--- src/rtl/divider.sv ---
// Sequential 16-bit restoring divider, one quotient bit per cycle.
// Signed mode truncates toward zero; remainder follows dividend sign.
module divider #(
    parameter int WIDTH = 16
) (
    input  logic             clk,
    input  logic             rst,
    input  logic             start,
    input  logic [WIDTH-1:0] A,
    input  logic [WIDTH-1:0] B,
    input  logic             sign,
    output logic             busy,
    output logic             done,
    output logic [WIDTH-1:0] quotient,
    output logic [WIDTH-1:0] remainder,
    output logic             dz,
    output logic             of
);

    typedef enum logic [1:0] {
        IDLE,
        DIV,
        FIX,
        DONE
    } state_t;

    state_t state, state_n;

    logic [WIDTH-1:0] a_r, b_r;
    logic             sign_r;
    logic [WIDTH-1:0] q_r;
    logic [WIDTH:0]   r_r;
    logic [WIDTH:0]   bmag;
    logic [3:0]       cnt;

    logic             accept;
    logic             b_zero;
    logic [WIDTH-1:0] a_abs, b_abs;
    logic [WIDTH:0]   r_sh;
    logic [WIDTH+1:0] diff;
    logic             q_neg, r_neg;

    assign accept = start && (state == IDLE || state == DONE);
    assign b_zero = (B == '0);
    assign busy   = (state == DIV) || (state == FIX);
    assign done   = (state == DONE);

    // 0x8000 negates to itself and is read as unsigned 0x8000
    assign a_abs = (sign && A[WIDTH-1]) ? (~A + 1'b1) : A;
    assign b_abs = (sign && B[WIDTH-1]) ? (~B + 1'b1) : B;

    assign r_sh = {r_r[WIDTH-1:0], q_r[WIDTH-1]};
    assign diff = {1'b0, r_sh} - {1'b0, bmag};

    assign q_neg = sign_r && (a_r[WIDTH-1] ^ b_r[WIDTH-1]);
    assign r_neg = sign_r && a_r[WIDTH-1];

    always_comb begin
        state_n = state;
        unique case (state)
            IDLE: if (start) state_n = b_zero ? DONE : DIV;
            DIV:  if (cnt == 4'd15) state_n = FIX;
            FIX:  state_n = DONE;
            DONE: begin
                if (start) state_n = b_zero ? DONE : DIV;
                else       state_n = IDLE;
            end
            default: state_n = IDLE;
        endcase
    end

    always_ff @(posedge clk) begin
        if (rst) state <= IDLE;
        else     state <= state_n;
    end

    always_ff @(posedge clk) begin
        if (rst) begin
            a_r       <= '0;
            b_r       <= '0;
            sign_r    <= 1'b0;
            q_r       <= '0;
            r_r       <= '0;
            bmag      <= '0;
            cnt       <= '0;
            quotient  <= '0;
            remainder <= '0;
            dz        <= 1'b0;
            of        <= 1'b0;
        end else if (accept) begin
            a_r    <= A;
            b_r    <= B;
            sign_r <= sign;
            of     <= 1'b0;
            cnt    <= '0;
            r_r    <= '0;
            q_r    <= a_abs;
            bmag   <= {1'b0, b_abs};
            if (b_zero) begin
                dz        <= 1'b1;
                quotient  <= '1;
                remainder <= A;
            end else begin
                dz        <= 1'b0;
                quotient  <= '0;
                remainder <= '0;
            end
        end else if (state == DIV) begin
            cnt <= cnt + 4'd1;
            if (!diff[WIDTH+1]) begin
                r_r <= diff[WIDTH:0];
                q_r <= {q_r[WIDTH-2:0], 1'b1};
            end else begin
                r_r <= r_sh;
                q_r <= {q_r[WIDTH-2:0], 1'b0};
            end
        end else if (state == FIX) begin
            quotient  <= q_neg ? (~q_r + 1'b1) : q_r;
            remainder <= r_neg ? (~r_r[WIDTH-1:0] + 1'b1) : r_r[WIDTH-1:0];
            of        <= sign_r && (a_r == 16'h8000) && (b_r == 16'hFFFF);
        end
    end

endmodule

--- config.mk ---
export PLATFORM = sky130hd
export DESIGN_NAME = divider
export DESIGN_NICKNAME = d
export VERILOG_FILES = /design/src/rtl/divider.sv
export SDC_FILE = /design/constraint.sdc
export NUM_CORES = 1
export LEC_CHECK = 0
export CAP_MARGIN = 20
export CORE_AREA = 3 3 110 112
export DETAILED_ROUTE_END_ITERATION = 8
export DIE_AREA = 0 0 113 115
export GPL_ROUTABILITY_DRIVEN = 1
export PLACE_DENSITY = 0.85
export SLEW_MARGIN = 20
export SYNTH_ARGS = -nofsm -noshare
export SYNTH_HDL_FRONTEND = slang
export SYNTH_SLANG_ARGS = --single-unit
--- constraint.sdc ---
create_clock -name clk -period 7.11 [get_ports clk]
set_input_delay 1.422 -clock clk [delete_from_list [all_inputs] [get_ports clk]]
set_output_delay 1.422 -clock clk [all_outputs]
set_load 0.02 [all_outputs]
# Word level (Yosys, flattened, before mapping)
# Index checks and enable logic that the tools add are counted.
dict set report op_classes {
  reduce_logical 17
  mux 22
  bitwise_logic 6
  n_addsub 6
  eq_ne 9
}
# operator count
set ops {}
lappend ops {{$mux W16} 15}
lappend ops {{$add A16 B1 Y16 const B} 4}
lappend ops {{$not A16 Y16} 4}
lappend ops {{$eq A16 B16 Y1 const B} 2}
lappend ops {{$sub A17 B16 Y18} 1}
lappend ops {{$logic_not A16 Y1} 1}
lappend ops {{$mux W2} 4}
lappend ops {{$pmux W2 S4} 1}
lappend ops {{$logic_and A1 B1 Y1} 7}
lappend ops {{$ne A2 B2 Y1 const B} 3}
lappend ops {{$reduce_and A2 Y1} 3}
lappend ops {{$add A4 B1 Y4 const B} 1}
lappend ops {{$eq A2 B2 Y1 const B} 2}
lappend ops {{$eq A4 B4 Y1 const B} 1}
lappend ops {{$reduce_bool A2 Y1} 2}
lappend ops {{$eq A2 B1 Y1 const B} 1}
lappend ops {{$logic_not A2 Y1} 1}
lappend ops {{$logic_or A1 B1 Y1} 2}
lappend ops {{$mux W1} 2}
lappend ops {{$reduce_or A2 Y1} 1}
lappend ops {{$not A1 Y1} 1}
lappend ops {{$xor A1 B1 Y1} 1}
dict set report word_totals {
  out_inout_bits 36
  ff_bits 121
  input_bits 36
}

# Longest topological paths before layout
dict set report depth {
  word_depth 6
  ltp_mapped 11
  depth_no_buf 11
}

# Worst setup path before layout
# Ideal clock, no wire load.
dict set report synth_path {
  kind {input port to flip-flop}
  startpoint {input port B[2]}
  endpoint {register remainder[13]}
  stages 8
  arrival_time_ns 3.267
  path_buffers 1
  path_slack_ns 3.769
  cell_sequence {nor4_2 nand2_1 or4_4 or4_4 nor2_8 buf_8 a221oi_2 nor3_2}
}
dict set report synth_via {
  elab_chain_len 3
}
# element line
set synth_rtl {}
lappend synth_rtl {{from (decl)} 10} ;# input logic [WIDTH-1:0] B,
lappend synth_rtl {{$logic_not A16 Y1} 44} ;# assign b_zero = (B == '0);
lappend synth_rtl {{$mux W16} 99} ;# if (b_zero) begin
lappend synth_rtl {{$mux W16} 90} ;# end else if (accept) begin
lappend synth_rtl {{to (signal assigned)} 119} ;# remainder <= r_neg ? (~r_r[WIDTH-1:0] + 1'b1) : r_r[WIDTH-1:0];
lappend synth_rtl {{to (decl)} 15} ;# output logic [WIDTH-1:0] remainder,
# Every way passes these cells.
# A chain may end at the register's enable or synchronous reset.

# Worst setup path in the final report
dict set report layout_path {
  startpoint {input port B[2]}
  endpoint {register remainder[8]}
}
# Same word-level chain as after synthesis.

==> metrics.md <==
| Metric | Value |
|---|---|
| Netlist cell types | `62` |
| Post-Syn Nets | `960` |
| Max-slew violation count | `0` |
| Cells after synthesis | `897` |
| Clk sinks | `120` |
| Clk buf depth | `2` |
| Post-synthesis cell area | `6920 µm²` |
| Fin nets | `1,000` |
| Drt drc | `0` |
| Worst vdd ir | `0.476 mV` |
| Hold-critical path endpoint | `b_r[10]` |
| Compound-cell area share of the yosys netlist | `0.232` |
| CP Capture Type | `flop` |
| Most used cell, CP | `or4_4` |
| Hold Crit Start | `b_r[10]` |
| Post-DP HPWL | `13.2 mm` |
| Gr usage total | `0.290` |
| Simple-gate share of the synthesized area | `0.225` |
| Largest net degree at the start of global routing | `69` |
| CTS root buffer | `clkbuf_16` |
| Die Ht | `115 µm` |
| RSZ-0062 raised after global routing | `no` |
| Switch share | `0.432` |
| Crit path max fanout | `22` |
| Gpl congestion | `0.927` |
| CTS tree | `done` |
| Pwr Density | `497 nW/µm²` |
| CP peak stage delay | `0.59 ns` |
| Clock skew | `0.00481 ns` |
| Final WL | `18.9 mm` |
| # diodes | `0` |
| # IOs | `72` |
| Setup WS post-layout | `3.23 ns` |
| Worst reg-to-reg path cell count | `8` |
| Worst Setup Start Kind | `input pin` |
| Sequential share of power | `0.257` |
| Predominant post-synthesis flop cell | `dfxtp_1` |
| Vias/cell | `6.12` |
| # setup viols final | `0` |
| Layout area overhead | `20.3%` |
| Number of global-route vias before repair | `6,008` |
| Yosys warns | `0` |
| Critical R2R Capture | `r_r[15]` |
| Worst r2r src | `r_r[10]` |
| Hold Violations, Final | `0` |
| Cell-internal power | `2.35 mW` |
| CTS H-tree lvls | `4` |
| Setup CP Type | `in2reg` |
| Critical Path RT | `7.45 ns` |
| Layout cells sized above 1 | `0.0705` |
| Core box area | `11,300 µm²` |
| Site Rows | `39` |
| Minimum clock period after layout | `3.88 ns` |
| Min-delay worst type | `reg2reg` |
| Total grt overflow | `0` |
| Drt wl/cell | `17.3 µm` |
| Largest family of logic cells by synthesized area | `compound AO/OA/AOI/OAI gates` |
| Fmax | `258 MHz` |
| Quantity of I/O buffers inserted on ports | `71` |
| Clock Pin Slew Worst Setup and Hold Paths | `0.05 ns` |
| Antenna viol nets, final | `0` |
| Mux share of post-synthesis cell area | `0.0188` |
| First-pass DRT Iterations | `5` |
| CTS buffer count | `17` |
| Xor-xnor portion of the synthesized cell area | `0.0785` |
| Hold_buf cts | `0` |
| Part of the power in combinational logic | `0.502` |
| Initial antenna violation count | `0` |
| Tightest Pin Transition | `1.05 ns` |
| Syn Area/Cell | `7.71 µm²` |
| Count of flip-flops with a built-in enable after synthesis | `0` |
| Most frequent cells in the layout | `129 x nand2_1, 120 x dfxtp_1, 99 x a21oi_1, 98 x nor2_1, 70 x clkdlybuf4s50_1` |
| Crit path max-delay cell type | `or4_4` |
| Fin crit share | `0.545` |
| PostCTS Resize Cnt | `0` |
| Adder-Cell Fraction of Synth Area | `0.0499` |
| Asr flop ratio synth | `0` |
| Net Sw Power | `1.78 mW` |
| Fin Setup TNS | `0 ns` |
| Most common cell after layout, fill and taps aside | `nand2_1` |
| Status | `finished clean` |
| Setup Fix Bufs, Post-CTS | `0` |
| Global-route wire length before repair | `30.4 mm` |
| Leak pwr | `3.09 nW` |
| Detailed-route via count | `6,691` |
| Initial DRC Count | `591` |
| Worst path arrival time | `4.21 ns` |
| Post-synthesis sequential area ratio | `0.347` |
| Starting Density | `0.611` |
| Clock latency on the worst-skew pair | `0.41 ns` |
| #FFs+latches synth | `120` |
| Reg2Reg Setup Slack | `4.21 ns` |
| Number of max-cap violations | `0` |
| Clock share of power | `0.240` |
| Die width | `113 µm` |
| Setup WS pre-CTS | `2.83 ns` |
| Hold Path Depth | `2` |
| Die Area | `13,000 µm²` |
| Cell chain of the critical path | `clkdlybuf4s50_1 -> nor4_2 -> nand2_1 -> or4_4 -> or4_4 -> nor2_8 -> a221oi_1 -> nor3_1` |
| Rel. slew slack | `0.295` |
==> final cells by class <==
cell class / instances / area [µm²]
Multi-Input combinational cell: 693 / 4190
Fill cell: 871 / 3000
Sequential cell: 120 / 2400
Timing Repair Buffer: 77 / 753
Clock buffer: 20 / 467
Clock inverter: 12 / 220
Tap cell: 143 / 179
Inverter: 28 / 105
==> cells in the mapped netlist, drive strengths merged (3+ instances only) <==
cell,n,share of area
buf,14,0.010
nor3,26,0.024
or4,9,0.011
o31ai,9,0.0098
o41ai,3,0.0049
or2,3,0.0027
o21ai,50,0.036
a311oi,6,0.0076
a22oi,3,0.0033
xnor2,32,0.041
nor2,99,0.056
nand2b,11,0.0099
nor4,13,0.013
mux2i,13,0.019
a21o,6,0.0065
inv,28,0.015
or3,10,0.0090
a21oi,104,0.078
nand2,129,0.070
and3,3,0.0027
a211oi,21,0.024
a221oi,11,0.015
nand3,6,0.0043
nor2b,7,0.0063
and2,3,0.0027
dfxtp,120,0.35
a31oi,16,0.014
ha,26,0.047
o211ai,5,0.0054
nand4,10,0.0090
xor2,30,0.038
clkbuf,42,0.023
o22ai,8,0.0072
==> layer usage <==
layer	GRT usage	vias up	share of wire	wire length [µm]
met5	0	-	0	0
met2	0.446	310	0.45	8520
met3	0.0626	34	0.099	1870
met1	0.405	3084	0.43	8150
met4	0.104	0	0.019	362
li1	-	3263	-	-
==> power by group through the flow <==
stage / registers (mW) / logic, mW / clock network, mW
after floorplan: 1.06 / 1.52 / 0
after global placement: 1.06 / 1.97 / 0
after detailed placement: 1.07 / 2.02 / 0
after CTS: 1.06 / 2.05 / 0.999
after global routing: 1.09 / 2.29 / 1.03
final: 1.06 / 2.08 / 0.994
==> logic make-up (layout without fill, tap and decap cells) <==
group	count (synthesis)	in the layout
and+or+nand+nor	333	333
adders and majority gates	27	27
xor gates and xnor gates	62	62
muxes	13	13
buffers and inverters	84	137
AOI/OAI and AO/OA	258	258
DFF	120	120
==> worst max-delay path, delay by kind of cell <==
kind / cells / cell delay (ns)
and+or+nand+nor: 6 / 2.10
AOI/OAI and AO/OA: 1 / 0.16
buffers and inverters: 1 / 0.53
==> state kept, by name, indices dropped and copies added (netlist names), 2 cells and up <==
| register | count |
|---|---|
| remainder | 16 |
| quotient | 16 |
| state | 2 |
| cnt | 4 |
| a_r | 16 |
| bmag | 15 |
| r_r | 16 |
| q_r | 16 |
| b_r | 16 |
==> worst max path at each step <==
stage | start | end | slack [ns]
after detailed placement | B[2] | remainder[8] | 2.83
final | B[2] | remainder[8] | 3.23
after floorplan | B[2] | remainder[13] | 3.77
after global placement | B[2] | remainder[9] | 2.91
after global routing | B[2] | remainder[8] | 3.05
after CTS | B[2] | remainder[8] | 3.27
==> stage by stage <==
step	total power, mW	std cells	hold WS, ns	utilization	area [µm²]
2_1_floorplan	2.58	897	0.431	-	6920
3_3_place_gp	3.03	1061	0.440	0.674	7630
3_5_place_dp	3.09	1061	0.445	0.674	7630
4_1_cts	4.10	1093	0.452	0.735	8320
5_1_grt	4.40	1093	0.468	0.735	8320
6_report	4.13	1093	0.453	0.735	8320
Power figures use the tool's default switching activity.
